File: config.mk
export PLATFORM = sky130hd
export DESIGN_NAME = uart_byte_link
export DESIGN_NICKNAME = d
export VERILOG_FILES = /design/src/rtl/uart_byte_link_pkg.sv /design/src/rtl/uart_bit_timer.sv /design/src/rtl/uart_byte_link.sv
export SDC_FILE = /design/constraint.sdc
export NUM_CORES = 1
export LEC_CHECK = 0
export CAP_MARGIN = 30
export CORE_ASPECT_RATIO = 0.75
export CORE_MARGIN = 2
export CORE_UTILIZATION = 53
export DETAILED_ROUTE_END_ITERATION = 7
export HOLD_SLACK_MARGIN = 0.15
export PLACE_DENSITY = 0.81
export SLEW_MARGIN = 25
export SYNTH_ARGS = -nofsm -noshare
export SYNTH_HDL_FRONTEND = slang
export SYNTH_SLANG_ARGS = --single-unit
File: constraint.sdc
create_clock -name Clk -period 2.7 [get_ports Clk]
set_clock_uncertainty 0.2 [all_clocks]
set_input_delay 0.54 -clock Clk [delete_from_list [all_inputs] [get_ports Clk]]
set_output_delay 0.54 -clock Clk [all_outputs]
set_load 0.05 [all_outputs]
File: src/rtl/uart_byte_link_pkg.sv
`default_nettype none
// ============================================================================
// Module   : uart_byte_link_pkg
// Brief    : Shared RX/TX state encodings, bit divisor macro and RX FIFO depth.
// Revision : 1.0 - initial release
// ============================================================================

`define UART_DIVISOR(clk_freq, baud) ((clk_freq) / (baud))

package uart_byte_link_pkg;

    typedef enum logic [1:0] {
        RX_IDLE  = 2'd0,
        RX_START = 2'd1,
        RX_DATA  = 2'd2,
        RX_STOP  = 2'd3
    } rx_state_t;

    typedef enum logic [1:0] {
        TX_IDLE  = 2'd0,
        TX_START = 2'd1,
        TX_DATA  = 2'd2,
        TX_STOP  = 2'd3
    } tx_state_t;

    localparam int c_FIFO_DEPTH = 4;
    localparam int c_CNT_W      = 16;

endpackage

`default_nettype wire

File: src/rtl/uart_bit_timer.sv
`default_nettype none
// ============================================================================
// Module   : uart_bit_timer
// Brief    : Loadable down-counter; ticks when it expires, then auto-reloads a
//            full bit period. Loading DIVISOR/2 yields a mid-bit tick, 0 stops it.
// Revision : 1.0 - initial release
// ============================================================================

module uart_bit_timer #(
    parameter int DIVISOR = 217,
    parameter int CNT_W   = 16
) (
    input  logic             Clk,
    input  logic             Reset,
    input  logic             i_load,
    input  logic [CNT_W-1:0] i_load_val,
    output logic             o_tick
);

    localparam logic [CNT_W-1:0] c_RELOAD = CNT_W'(DIVISOR);

    logic [CNT_W-1:0] r_cnt;

    always_ff @(posedge Clk or posedge Reset) begin
        if (Reset) begin
            r_cnt <= '0;
        end else if (i_load) begin
            r_cnt <= i_load_val;
        end else if (r_cnt == CNT_W'(1)) begin
            r_cnt <= c_RELOAD;
        end else if (r_cnt != '0) begin
            r_cnt <= r_cnt - CNT_W'(1);
        end
    end

    assign o_tick = (r_cnt == CNT_W'(1));

endmodule

`default_nettype wire

File: src/rtl/uart_byte_link.sv
`default_nettype none
// ============================================================================
// Module   : uart_byte_link
// Brief    : 8N1 UART with four-phase req/ack byte handshakes in both directions.
//            Define UART_RX_FIFO_EN for a 4-entry RX FIFO ahead of the handshake.
// Revision : 1.0 - initial release
// ============================================================================

module uart_byte_link
    import uart_byte_link_pkg::*;
#(
    parameter int CLK_FREQ = 25000000,
    parameter int BAUD     = 115200,
    parameter int DIVISOR  = `UART_DIVISOR(CLK_FREQ, BAUD)
) (
    input  logic       Clk,
    input  logic       Reset,
    input  logic       rx,
    output logic       tx,
    output logic [7:0] rx_byte,
    output logic       rx_req,
    input  logic       rx_ack,
    input  logic [7:0] tx_byte,
    input  logic       tx_req,
    output logic       tx_ack,
    output logic       tx_busy,
    output logic       frame_err,
    output logic       overrun
);

    localparam logic [c_CNT_W-1:0] c_DIV  = c_CNT_W'(DIVISOR);
    localparam logic [c_CNT_W-1:0] c_HALF = c_CNT_W'(DIVISOR / 2);

    // ---------------- RX ----------------
    logic               r_rx_s1, r_rx_s2, r_rx_prev;
    rx_state_t          r_rx_state;
    logic [7:0]         r_rx_shift;
    logic [2:0]         r_rx_bits;
    logic               w_rx_tick, w_rx_load, w_rx_fall, w_rx_done;
    logic [c_CNT_W-1:0] w_rx_load_val;

    always_ff @(posedge Clk or posedge Reset) begin
        if (Reset) begin
            r_rx_s1   <= 1'b1;
            r_rx_s2   <= 1'b1;
            r_rx_prev <= 1'b1;
        end else begin
            r_rx_s1   <= rx;
            r_rx_s2   <= r_rx_s1;
            r_rx_prev <= r_rx_s2;
        end
    end

    assign w_rx_fall     = r_rx_prev & ~r_rx_s2;
    assign w_rx_load     = ((r_rx_state == RX_IDLE) && w_rx_fall) ||
                           ((r_rx_state == RX_START) && w_rx_tick && r_rx_s2) ||
                           ((r_rx_state == RX_STOP) && w_rx_tick);
    assign w_rx_load_val = (r_rx_state == RX_IDLE) ? c_HALF : '0;
    assign w_rx_done     = (r_rx_state == RX_STOP) && w_rx_tick && r_rx_s2;

    uart_bit_timer #(.DIVISOR(DIVISOR), .CNT_W(c_CNT_W)) u_rx_timer (
        .Clk        (Clk),
        .Reset      (Reset),
        .i_load     (w_rx_load),
        .i_load_val (w_rx_load_val),
        .o_tick     (w_rx_tick)
    );

    always_ff @(posedge Clk or posedge Reset) begin
        if (Reset) begin
            r_rx_state <= RX_IDLE;
            r_rx_shift <= 8'h00;
            r_rx_bits  <= 3'd0;
            frame_err  <= 1'b0;
        end else begin
            frame_err <= 1'b0;
            case (r_rx_state)
                RX_IDLE: begin
                    if (w_rx_fall) r_rx_state <= RX_START;
                end
                RX_START: begin
                    if (w_rx_tick) begin
                        r_rx_state <= r_rx_s2 ? RX_IDLE : RX_DATA;
                        r_rx_bits  <= 3'd0;
                    end
                end
                RX_DATA: begin
                    if (w_rx_tick) begin
                        r_rx_shift <= {r_rx_s2, r_rx_shift[7:1]};
                        r_rx_bits  <= r_rx_bits + 3'd1;
                        if (r_rx_bits == 3'd7) r_rx_state <= RX_STOP;
                    end
                end
                RX_STOP: begin
                    if (w_rx_tick) begin
                        r_rx_state <= RX_IDLE;
                        frame_err  <= ~r_rx_s2;
                    end
                end
                default: r_rx_state <= RX_IDLE;
            endcase
        end
    end

`ifdef UART_RX_FIFO_EN
    localparam int c_PTR_W = $clog2(c_FIFO_DEPTH);

    logic [7:0]         r_fifo [c_FIFO_DEPTH];
    logic [c_PTR_W-1:0] r_wr, r_rd;
    logic [c_PTR_W:0]   r_count;
    logic               w_full, w_push, w_pop;

    assign w_full = (r_count == (c_PTR_W + 1)'(c_FIFO_DEPTH));
    assign w_push = w_rx_done && !w_full;
    assign w_pop  = rx_req && rx_ack;

    always_ff @(posedge Clk) begin
        if (w_push) r_fifo[r_wr] <= r_rx_shift;
    end

    // The head stays in the FIFO while presented; a push into an empty FIFO
    // is presented directly so latency matches the holding-register build.
    always_ff @(posedge Clk or posedge Reset) begin
        if (Reset) begin
            r_wr    <= '0;
            r_rd    <= '0;
            r_count <= '0;
            rx_req  <= 1'b0;
            rx_byte <= 8'h00;
            overrun <= 1'b0;
        end else begin
            overrun <= w_rx_done && w_full;
            if (w_push) r_wr <= r_wr + c_PTR_W'(1);
            if (w_pop) begin
                rx_req <= 1'b0;
                r_rd   <= r_rd + c_PTR_W'(1);
            end else if (!rx_req && !rx_ack) begin
                if (r_count != '0) begin
                    rx_req  <= 1'b1;
                    rx_byte <= r_fifo[r_rd];
                end else if (w_push) begin
                    rx_req  <= 1'b1;
                    rx_byte <= r_rx_shift;
                end
            end
            r_count <= r_count + (c_PTR_W + 1)'(w_push) - (c_PTR_W + 1)'(w_pop);
        end
    end
`else
    always_ff @(posedge Clk or posedge Reset) begin
        if (Reset) begin
            rx_req  <= 1'b0;
            rx_byte <= 8'h00;
            overrun <= 1'b0;
        end else begin
            overrun <= w_rx_done && (rx_req || rx_ack);
            if (rx_req && rx_ack) begin
                rx_req <= 1'b0;
            end else if (w_rx_done && !rx_req && !rx_ack) begin
                rx_req  <= 1'b1;
                rx_byte <= r_rx_shift;
            end
        end
    end
`endif

    // ---------------- TX ----------------
    tx_state_t          r_tx_state;
    logic [7:0]         r_tx_shift;
    logic [2:0]         r_tx_bits;
    logic               w_tx_tick, w_tx_load, w_tx_accept;
    logic [c_CNT_W-1:0] w_tx_load_val;

    assign w_tx_accept   = tx_req && !tx_ack && (r_tx_state == TX_IDLE);
    assign w_tx_load     = w_tx_accept || ((r_tx_state == TX_STOP) && w_tx_tick);
    assign w_tx_load_val = w_tx_accept ? c_DIV : '0;

    uart_bit_timer #(.DIVISOR(DIVISOR), .CNT_W(c_CNT_W)) u_tx_timer (
        .Clk        (Clk),
        .Reset      (Reset),
        .i_load     (w_tx_load),
        .i_load_val (w_tx_load_val),
        .o_tick     (w_tx_tick)
    );

    always_ff @(posedge Clk or posedge Reset) begin
        if (Reset) begin
            r_tx_state <= TX_IDLE;
            r_tx_shift <= 8'h00;
            r_tx_bits  <= 3'd0;
            tx         <= 1'b1;
            tx_ack     <= 1'b0;
            tx_busy    <= 1'b0;
        end else begin
            if (w_tx_accept)          tx_ack <= 1'b1;
            else if (tx_ack && !tx_req) tx_ack <= 1'b0;
            case (r_tx_state)
                TX_IDLE: begin
                    if (w_tx_accept) begin
                        r_tx_shift <= tx_byte;
                        tx         <= 1'b0;
                        tx_busy    <= 1'b1;
                        r_tx_state <= TX_START;
                    end
                end
                TX_START: begin
                    if (w_tx_tick) begin
                        tx         <= r_tx_shift[0];
                        r_tx_shift <= {1'b0, r_tx_shift[7:1]};
                        r_tx_bits  <= 3'd0;
                        r_tx_state <= TX_DATA;
                    end
                end
                TX_DATA: begin
                    if (w_tx_tick) begin
                        if (r_tx_bits == 3'd7) begin
                            tx         <= 1'b1;
                            r_tx_state <= TX_STOP;
                        end else begin
                            tx         <= r_tx_shift[0];
                            r_tx_shift <= {1'b0, r_tx_shift[7:1]};
                            r_tx_bits  <= r_tx_bits + 3'd1;
                        end
                    end
                end
                TX_STOP: begin
                    if (w_tx_tick) begin
                        tx_busy    <= 1'b0;
                        r_tx_state <= TX_IDLE;
                    end
                end
                default: r_tx_state <= TX_IDLE;
            endcase
        end
    end

endmodule

`default_nettype wire

======== Word level (Yosys, flattened, before mapping) ========
Index checks and enable logic that the tools add are counted.
operators by class
  add/sub/neg operators ................... 4
  eq/ne operators ......................... 21
  mux-type cells .......................... 47
  bitwise operators ....................... 3
  reduce and logical (&&, ||, !) cells .... 42
operators with widths
  kind                   number
  $mux 16                6
  $mux 8                 5
  $eq 16x1->1 const B    2
  $reduce_bool 16->1     2
  $sub 16x1->16 const B  2
  $pmux 8 s3             1
  $mux 2                 11
  $ne 2x2->1 const B     11
  $pmux 2 s4             2
  $mux 3                 5
  $reduce_and 5->1       3
  $logic_and 1x1->1      13
  $mux 1                 12
  $pmux 3 s2             2
  $reduce_bool 2->1      5
  $reduce_bool 3->1      3
  $eq 2x2->1 const B     4
  $reduce_and 4->1       2
  $mux 7                 1
  $add 3x1->3 const B    2
  $eq 3x3->1 const B     2
  $reduce_and 3->1       2
  $eq 2x1->1 const B     2
  $logic_not 1->1        4
  7 further kinds        13
word-level totals
  register bits ........................... 75
  input port bits ......................... 13
  word-level logic and storage cells ...... 135

======== Depth between registers and ports, before layout ========
Gate-level depths: netlist of the first run.
  word-level depth ........................ 7
  depth in mapped cells ................... 9
  depth with buffers taken out ............ 7

======== Hierarchy ========
From an unflattened synthesis of the first run, not the netlist that was laid out.
second synthesis, totals
  cells, all modules ...................... 413
  area total of the unflattened synthesis .. 4351.7 um2
by module, submodules not included
  module          instances  cells an instance  area each (um2)  seq. area each (um2)
  uart_bit_timer  2          130                1152.4           400.4
  uart_byte_link  1          153                2047.0           1081.0

======== Worst setup path before layout of the first run ========
No wires, ideal clock.
  kind .................................... register to register
  start ................................... register u_tx_timer.r_cnt[1]
  end ..................................... register r_tx_state[1]
  setup time .............................. 0.125 ns
  data arrival time ....................... 2.134 ns
  data required time ...................... 2.375 ns
  setup slack ............................. 0.241 ns
  cell stages (with the launch flop) ...... 8
  buffers on the path ..................... 0
  period minus slack after synthesis ...... 2.459 ns
  cell sequence ........................... dfrtp_1 -> inv_1 -> ha_1 -> or4b_1 -> or4_4 -> a21oi_2 -> o21ai_1 -> mux2_4
between the ends
  cells in the longest elaborated chain, start to end .. 3
RTL lines
  element                         line                   text
  start, declared                 uart_bit_timer.sv:22   logic [CNT_W-1:0] r_cnt;
  start signal, assigned          uart_bit_timer.sv:28   r_cnt <= i_load_val;
  start signal, assigned          uart_bit_timer.sv:30   r_cnt <= c_RELOAD;
  start signal, assigned          uart_bit_timer.sv:32   r_cnt <= r_cnt - CNT_W'(1);
  $eq 16x1->1 (*)                 uart_bit_timer.sv:36   assign o_tick = (r_cnt == CNT_W'(1));
  $ne 2x2->1 (no line)            n/a
  $reduce_and 5->1 (no line) (*)  n/a
  end signal, assigned            uart_byte_link.sv:188  r_tx_state <= TX_IDLE;
  end signal, assigned            uart_byte_link.sv:203  r_tx_state <= TX_START;
  end signal, assigned            uart_byte_link.sv:211  r_tx_state <= TX_DATA;
  end, declared                   uart_byte_link.sv:168  tx_state_t r_tx_state;
Mark *: on every way between the ends. The rest lies on a longest branch, timed or not.
A chain may end at the register's enable or synchronous reset.

======== Worst setup path after layout of the first run ========
Ends and elaborated chain as after synthesis.

==> results.cfg, run 1 <==
[run_status]
status = finished clean

[setup_path]
r2r-end = r_tx_state[1]
required_ns = 2.73
path_buf_inv = 1
endpoint_kind = flop
path_cells = inv_1 -> ha_1 -> or4b_1 -> or4_4 -> a21oi_2 -> o21ai_1 -> mux2_4
worst_ep_arrival_time_ns = 2.55
reg2reg_setup_slack_ns = 0.18
worst_path_max_delay_cell = or4b_1
critical_path.max_stage_delay_ns = 0.48
start_kind = flop
critical-path-top-delay-family = simple AND/OR/NAND/NOR gates
crit_type = reg -> reg
path_max_fanout = 4
r2r_cells = 7
worstReg2RegStart = u_tx_timer.r_cnt[1]

[logic_synthesis]
ys_warn_count = 0
synth_top_area_share_pct = 46.3
yosysSeqAreaShare_pct = 49.1
syn_inst = 362
synth-xor-area-share_pct = 4.57
ys_top_cells_by_area = dfrtp_1 (46%), mux2_2 (9.1%), ha_1 (4.9%), nor2_1 (4.0%), o21ai_0 (3.1%)
syn_avg_cell_area_um2 = 10.6
yosysMostFrequentCell = dfrtp_1
synthTopCellsByCount = dfrtp_1 (71), nor2_1 (41), mux2_2 (31), nand2_1 (28), o21ai_0 (24)
synth_top_area_cell = dfrtp_1
synth-simple-area-share_pct = 19.8
synth_compound_area_share_pct = 9.82
synth_cell_types = 56
synthAdderAreaFrac_pct = 4.90
mappedNetlistArea_um2 = 3830
synth.mux.area_fraction_pct = 9.76
synth_ff_type = dfrtp_1
synth-seq-cells = 75
async_flop_share_pct = 100
syn_nets = 390
synth_edf_count = 0
synth_top_family_by_area = simple AND/OR/NAND/NOR gates

[layout]
drive_gt1_share_pct = 20.1
syn2layout_area_growth_pct = 17.8
antenna_cells = 0
layout.nets = 436
fillers = 556
multiInputGateArea_um2 = 1870
seqCellArea_um2 = 1880

[worst_hold_path]
min_from = r_rx_s1
whs_endpoint = r_rx_s2
min_path_cells = 0
hp-class = reg -> reg

[detailed_routing]
routed-wl-met3_um = 363
num_vias = 2851
wl_mm = 7.42
first_iter_violations = 172
avgRoutedWirePerCell_um = 14.5
dr.pass1.iters = 5
met1Wirelength_mm = 3.83
drc_errors = 0
dr.max_layer_used = met4
wl_met2_mm = 3.18
drtAntennaViolNets = 0
vias_per_cell = 5.58

[pwr]
p_leak_nw = 2.00
totalPowerFinal_w = 0.00271
vdd.ir_drop.worst_uv = 443
p_per_area_nw_per_um2 = 599

[floorplanning]
dieArea_um2 = 7940
fp-row-count = 26
initial_core_util_pct = 55.6
core_um2 = 6900
fp.dieW_um = 102
io_pins = 27
die_height_um = 77.7

[global_route]
grt_max_degree = 37
grt_usage_pct = 20.4
globalRoute.totalOverflow = 0
grt_pass1_wl_mm = 12.8
grt_pass1_vias = 2782
antenna_found_initial = 0

[clock_tree]
cts-root-buf = clkbuf_8
clk_pin_slew_worst_paths_ns = 0.08
clk_path_buf_depth = 2
numCtsBuffers = 9
worstSkewPairLatency_ns = 0.35
cts_tree = yes
clock_sinks = 75
htreeDepth = 3
hold_buffers = 0

[timing]
min_period_over_period_pct = 93.4
grt_setup_unrepaired = false
finalHoldViolCount = 0
timing.fmax_mhz = 397
max_slew.worst_pin.slew_ns = 0.756
timing.final.max_slew_violations = 0
fin_setup_tns_ns = 0
finalSetupViolCount = 0
fin_crit_ns = 2.52
setup_slack_ns = 0.178
maxSlewHeadroom_pct = 48.9

[place]
dp_hpwl_mm = 5.29
place_ws_ns = 0.0266
port_buffers = 26
place_congestion = 0.832

[flow_run]
drv_cap = 0
## kinds of logic after synthesis
logic type,Yosys count
xor gates and xnor gates,20
AOI/OAI and AO/OA,60
muxes,33
adders and majority gates,15
and+or+nand+nor,138
DFF,75
buffers and inverters,21
## sequential cells by signal, indices dropped and copies added (netlist names), named ones only
register	flops
u_rx_timer.r_cnt	16
u_tx_timer.r_cnt	16
r_rx_shift	8
r_tx_shift	8
rx_byte	8
r_rx_bits	3
r_tx_bits	3
r_tx_state	2
frame_err	1
overrun	1
r_rx_prev	1
r_rx_s1	1
r_rx_s2	1
r_rx_state	1
rx_req	1
tx	1
tx_ack	1
tx_busy	1
## metrics by stage
step | instances | instance area [um2] | util, % | hold slack (ns)
after detailed placement | 492 | 4300 | 62.4 | 0.150
after floorplan | 362 | 3830 | - | 0.145
final | 511 | 4520 | 65.5 | 0.161
after global placement | 492 | 4300 | 62.4 | 0.147
after global routing | 511 | 4520 | 65.5 | 0.163
after CTS | 508 | 4490 | 65.2 | 0.162
## power breakdown
group          switching, W  internal [W]
Sequential         0.000149       0.00122
Clock              0.000418      0.000429
Combinational      0.000252      0.000236
## layer usage
metal | global-route usage [%] | vias to the layer above
li1 | - | 1380
met1 | 30.1 | 1390
met2 | 29.2 | 75
met3 | 6.22 | 6
met4 | 5.33 | 0
met5 | 0 | -
## what timing repair did
action | CTS | global route
resized for setup | 0 | 0
endpoints found under the hold margin | 0 | 0
setup buffers | 0 | 3
endpoints found under the setup margin | 0 | 16
## final cells by class
| class | instances | share of cell area [%] |
|---|---|---|
| Clock buffer | 10 | 2.83 |
| Sequential cell | 75 | 41.7 |
| Multi-Input combinational cell | 266 | 41.5 |
| Clock inverter | 6 | 1.47 |
| Tap cell | 98 | 2.71 |
| Inverter | 14 | 1.16 |
| Timing Repair Buffer | 42 | 8.70 |
## layout by cell type, fill, tap and decap left out, drive strengths merged, types with 3 or more instances in the layout
cell type	instances
buf	16
nor3	16
mux2	32
nand3	6
dfrtp	71
a211oi	3
nand4	4
or3	10
nor2	42
inv	14
a22oi	3
clkbuf	10
clkinv	5
dfstp	4
nand2	28
ha	15
or2	4
xor2	9
xnor2	11
or4	6
clkdlybuf4s50	26
nor4	6
o21ai	25
a21oi	12
## how the worst max path moves through the flow
stage | from | cells after the start | slack, ns | endpoint
finish | u_tx_timer.r_cnt[1] | 7 | 0.18 | r_tx_state[1]
global route | u_tx_timer.r_cnt[1] | 7 | 0.06 | r_tx_state[1]
CTS | u_rx_timer.r_cnt[1] | 6 | 0.13 | r_rx_shift[3]
detailed placement | tx_req | 6 | 0.03 | u_tx_timer.r_cnt[9]
global placement | tx_req | 6 | 0.04 | u_tx_timer.r_cnt[9]
floorplan | Reset | 1 | 0.06 | asynchronous set/reset pin
Note: power is estimated with default switching activity, not from simulation.
==> inputs of run 2 (changes only) <==
--- a/config.mk
+++ b/config.mk
@@ -11,6 +11,7 @@
 export CORE_UTILIZATION = 53
 export DETAILED_ROUTE_END_ITERATION = 7
 export HOLD_SLACK_MARGIN = 0.15
+export MAX_ROUTING_LAYER = met4
 export PLACE_DENSITY = 0.81
 export SLEW_MARGIN = 25
 export SYNTH_ARGS = -nofsm -noshare
==> run 2 against run 1 <==
Compared with the run above: fmax decreased by 0.32%; first-iteration DRC count decreased by 2.9%; clock power barely moved; highest routed layer unchanged; hold slack unchanged; sequential cell count did not move; critical endpoint unchanged; via count is 0.63% lower; sequential share of layout area did not move; final cell count stayed put; critical path depth down 2; die area unchanged.
==> results.cfg, run 2 (synthesis gave the netlist of run 1 again) <==
[run_status]
status = finished clean

[pwr]
pwr-share-clk_pct = 31.2
p_switching_w = 0.000817
comb_power_share_pct = 18.0
p_seq_share_pct = 50.8
vdd.ir_drop.worst_uv = 443
p_int_w = 0.00189
p_sw_share_pct = 30.2
p_leak_nw = 2.00
p_per_area_nw_per_um2 = 599

[setup_path]
start_kind = flop
worst_ep_arrival_time_ns = 2.56
crit_type = reg -> reg
required_ns = 2.73
endpoint_kind = flop
path_max_fanout = 4
r2r_cells = 5

[place]
place_congestion = 0.844
dpl_cell_area_um2 = 4300
port_buffers = 26
dp_hpwl_mm = 5.29
dp.cells = 492

[layout]
layout_common_cells = dfrtp_1 (71), nor2_1 (41), mux2_2 (31)
antenna_cells = 0
multiInputGateArea_um2 = 1870
stdcell_area_um2 = 4520
top_regs = u_rx_timer.r_cnt: 16 flops, u_tx_timer.r_cnt: 16 flops
layout.cells.non_filler = 511
drive_gt1_share_pct = 20.1
layout.nets = 436
fillers = 556
layout_commonest_cell = dfrtp_1
seqCellArea_um2 = 1880
syn2layout_area_growth_pct = 17.8

[clock_tree]
clock_sinks = 75
numCtsBuffers = 9
htreeDepth = 3
clk_path_buf_depth = 2
cts_tree = yes
worstSkewPairLatency_ns = 0.35
ctsResizeCount = 0
cts-root-buf = clkbuf_8
clk_pin_slew_worst_paths_ns = 0.08

[flow_run]
drv_cap = 0

[detailed_routing]
dr.pass1.iters = 4
num_vias = 2833
vias_per_cell = 5.54
drtAntennaViolNets = 0
drc_errors = 0
wl_mm = 7.39
first_iter_violations = 167
avgRoutedWirePerCell_um = 14.5

[worst_hold_path]
hp-class = reg -> reg
min_path_cells = 0

[timing]
maxSlewHeadroom_pct = 49.0
holdWs_ns = 0.161
max_slew.worst_pin.slew_ns = 0.754
finalHoldViolCount = 0
fin_setup_tns_ns = 0
finalSetupViolCount = 0
timing.fmax_mhz = 395
fin_crit_ns = 2.53
min_period_over_period_pct = 93.7
timing.final.max_slew_violations = 0
grt_setup_unrepaired = false

[floorplanning]
fp-row-count = 26
fp.dieW_um = 102
io_pins = 27
die_height_um = 77.7
dieArea_um2 = 7940
core_um2 = 6900
initial_core_util_pct = 55.6

[global_route]
globalRoute.totalOverflow = 0
grt_pass1_vias = 2785
grt_pass1_wl_mm = 12.8
grt_max_degree = 37
antenna_found_initial = 0
grt_usage_pct = 21.0
==> run 2: metrics by stage <==
step | utilization [%] | power [W] | setup slack (ns)
2_1_floorplan | - | 0.00172 | 0.0566
3_3_place_gp | 62.4 | 0.00185 | 0.0356
3_5_place_dp | 62.4 | 0.00187 | 0.0266
4_1_cts | 65.2 | 0.00273 | 0.126
5_1_grt | 65.5 | 0.00284 | 0.0622
6_report | 65.5 | 0.00271 | 0.170
==> run 2: final timing paths <==
| check | from | endpoint | slack [ns] |
|---|---|---|---|
| max in group asynchronous | Reset | r_rx_s2 | 1.34 |
| min in group asynchronous | Reset | r_tx_shift[7] | 0.34 |
| worst min register to register | r_rx_s1 | r_rx_s2 | 0.16 |
| worst min-delay path | r_rx_s1 | r_rx_s2 | 0.16 |
| worst max-delay path | u_tx_timer.r_cnt[4] | r_tx_state[1] | 0.17 |
| worst max register to register | u_tx_timer.r_cnt[4] | r_tx_state[1] | 0.17 |
==> run 2: cell type report <==
class	instances	area share [%]
Sequential cell	75	41.7
Multi-Input combinational cell	266	41.5
Inverter	14	1.16
Clock inverter	6	1.47
Tap cell	98	2.71
Clock buffer	10	2.83
Timing Repair Buffer	42	8.70
==> run 2: critical path, stage by stage (launching register included) <==
cell and delay, ns:
dfrtp_1 0.44, or4_4 0.58, or4_4 0.59, a21oi_2 0.18, o21ai_1 0.12, mux2_4 0.31
==> run 2: power by group through the flow <==
stage	registers (W)	logic (W)	clock network, W
finish	0.00137	0.000487	0.000845
global route	0.00139	0.000544	0.000908
CTS	0.00137	0.000487	0.000870
detailed placement	0.00139	0.000484	0
global placement	0.00138	0.000466	0
floorplan	0.00134	0.000377	0
==> run 2: routing by layer <==
| metal | vias to the layer above | track usage (%) | wire length [um] |
|---|---|---|---|
| met4 | 0 | 5.33 | 54 |
| met2 | 74 | 29.3 | 3150 |
| met5 | - | - | 0 |
| met3 | 6 | 6.04 | 371 |
| li1 | 1382 | - | - |
| met1 | 1371 | 30.3 | 3810 |
==> run 2: timing repair <==
item	in CTS	in global routing
setup buffers	0	3
endpoints found under the setup margin	0	16
hold buffers	0	0
==> inputs of run 3 (changes only) <==
--- a/config.mk
+++ b/config.mk
@@ -5,9 +5,10 @@
 export SDC_FILE = /design/constraint.sdc
 export NUM_CORES = 1
 export LEC_CHECK = 0
+export ABC_CLOCK_PERIOD_IN_PS = 2700
 export CAP_MARGIN = 30
 export CORE_ASPECT_RATIO = 0.75
-export CORE_MARGIN = 2
+export CORE_MARGIN = 1
 export CORE_UTILIZATION = 53
 export DETAILED_ROUTE_END_ITERATION = 7
 export HOLD_SLACK_MARGIN = 0.15
==> run 3 against run 2 <==
Compared with the run above: utilization down 0.16 points; critical path depth up 2; fmax down 1.9%; clock power up 4.1%; register-to-register slack worse by 0.05 ns; global-route usage up 1.8 points; critical path type unchanged; sequential share of layout area up 0.10 points; wire length up 0.93%.
==> results.cfg, run 3 (synthesis gave the netlist of run 1 again) <==
[run_status]
status = finished clean

[timing]
timing.fmax_mhz = 388
finalHoldViolCount = 0
min_period_over_period_pct = 95.5
holdWs_ns = 0.158
maxSlewHeadroom_pct = 51.0
fin_crit_ns = 2.58
timing.final.max_slew_violations = 0
finalSetupViolCount = 0
max_slew.worst_pin.slew_ns = 0.724
setup_slack_ns = 0.122
grt_setup_unrepaired = false

[setup_path]
r2r_cells = 7
start_kind = flop
crit_path_start = u_tx_timer.r_cnt[1]
endpoint_kind = flop
path_max_fanout = 5
reg2reg_setup_slack_ns = 0.12
worstReg2RegStart = u_tx_timer.r_cnt[1]
worst_ep_arrival_time_ns = 2.62
crit_type = reg -> reg
required_ns = 2.74
r2r-end = r_tx_state[1]

[clock_tree]
post_cts_buffers = 0
cts_tree = yes
worstSkewPairLatency_ns = 0.35
clk_pin_slew_worst_paths_ns = 0.07
cts-root-buf = clkbuf_8
hold_buffers = 0
clock_sinks = 75
numCtsBuffers = 9
ctsResizeCount = 0
clk_path_buf_depth = 2
htreeDepth = 3

[place]
dp_hpwl_mm = 5.32
port_buffers = 26
dpl_cell_area_um2 = 4290
place_ws_ns = -0.00620
place_congestion = 0.884

[detailed_routing]
wl_mm = 7.45
avgRoutedWirePerCell_um = 14.7
vias_per_cell = 5.58
drc_errors = 0
drtAntennaViolNets = 0
dr.pass1.iters = 5
first_iter_violations = 198
num_vias = 2828

[worst_hold_path]
whs_endpoint = r_rx_s2
min_from = r_rx_s1
min_path_cells = 0
hp-class = reg -> reg

[global_route]
grt_pass1_vias = 2682
grt_max_degree = 33
globalRoute.totalOverflow = 0
grt_usage_pct = 22.8
antenna_found_initial = 0
grt_pass1_wl_mm = 12.8

[pwr]
vdd.ir_drop.worst_uv = 481
totalPowerFinal_w = 0.00274
p_per_area_nw_per_um2 = 608
p_leak_nw = 2.00

[layout]
layout.nets = 432
stdcell_area_um2 = 4510
syn2layout_area_growth_pct = 17.5
layout_common_cells = dfrtp_1 (71), nor2_1 (41), mux2_2 (31)
drive_gt1_share_pct = 19.3
layout_commonest_cell = dfrtp_1
top_regs = u_rx_timer.r_cnt: 16 flops, u_tx_timer.r_cnt: 16 flops
fillers = 549
antenna_cells = 0

[floorplanning]
dieArea_um2 = 7580
initial_core_util_pct = 55.6
io_pins = 27
die_height_um = 75.7
core_um2 = 6900
fp.dieW_um = 100
fp-row-count = 26

[flow_run]
drv_cap = 0
run 3: cell count changes in the layout (fill, tap and decap cells not counted), sizes merged:
cell      change
buf           -4
clkinv        -4
clkbuf        +2
clkinvlp      +2
run 3: stage by stage:
stage               setup TNS (ns)  std cells  util (%)
floorplan                        0        362         -
global placement                 0        491      62.2
detailed placement        -0.00620        491      62.2
CTS                              0        507      65.2
global route                     0        507      65.3
finish                           0        507      65.3
run 3: worst max path at each step:
| stage | cells after the start | slack [ns] | to |
|---|---|---|---|
| after CTS | 7 | 0.12 | r_tx_state[1] |
| after global routing | 7 | 0.04 | r_tx_state[1] |
| final | 7 | 0.12 | r_tx_state[1] |
| after floorplan | 1 | 0.06 | asynchronous set/reset pin |
| after global placement | 6 | 0.04 | u_tx_timer.r_cnt[9] |
| after detailed placement | 6 | -0.006 | u_tx_timer.r_cnt[9] |
run 3: layout make-up:
| class | count | area, um2 | share of cell area (%) |
|---|---|---|---|
| flip-flops and latches | 75 | 1880 | 41.8 |
| multi-input cells | 266 | 1880 | 41.7 |
| repair buffers | 38 | 363 | 8.05 |
| clock buffers | 12 | 155 | 3.44 |
| well taps | 98 | 123 | 2.72 |
| inverters | 14 | 52.6 | 1.17 |
| clock inverters | 4 | 50.0 | 1.11 |
run 3: where the power goes:
| group | internal (W) | switching (W) |
|---|---|---|
| clock network | 0.000476 | 0.000404 |
| registers | 0.00122 | 0.000152 |
| logic | 0.000237 | 0.000246 |
| total | 0.00194 | 0.000802 |
run 3: routing by layer:
metal  global-route usage, %  part of all wire (%)
met1                    32.0                    51
met2                    32.0                    42
met3                    6.79                   5.6
met4                    7.09                   1.1
met5                       -                     0
run 3: critical path: stages (launching register included):
cell and delay (ns):
dfrtp_1 0.39, inv_1 0.14, ha_1 0.19, or4b_1 0.49
or4_4 0.48, a21oi_4 0.15, o21ai_1 0.12, mux2_4 0.31
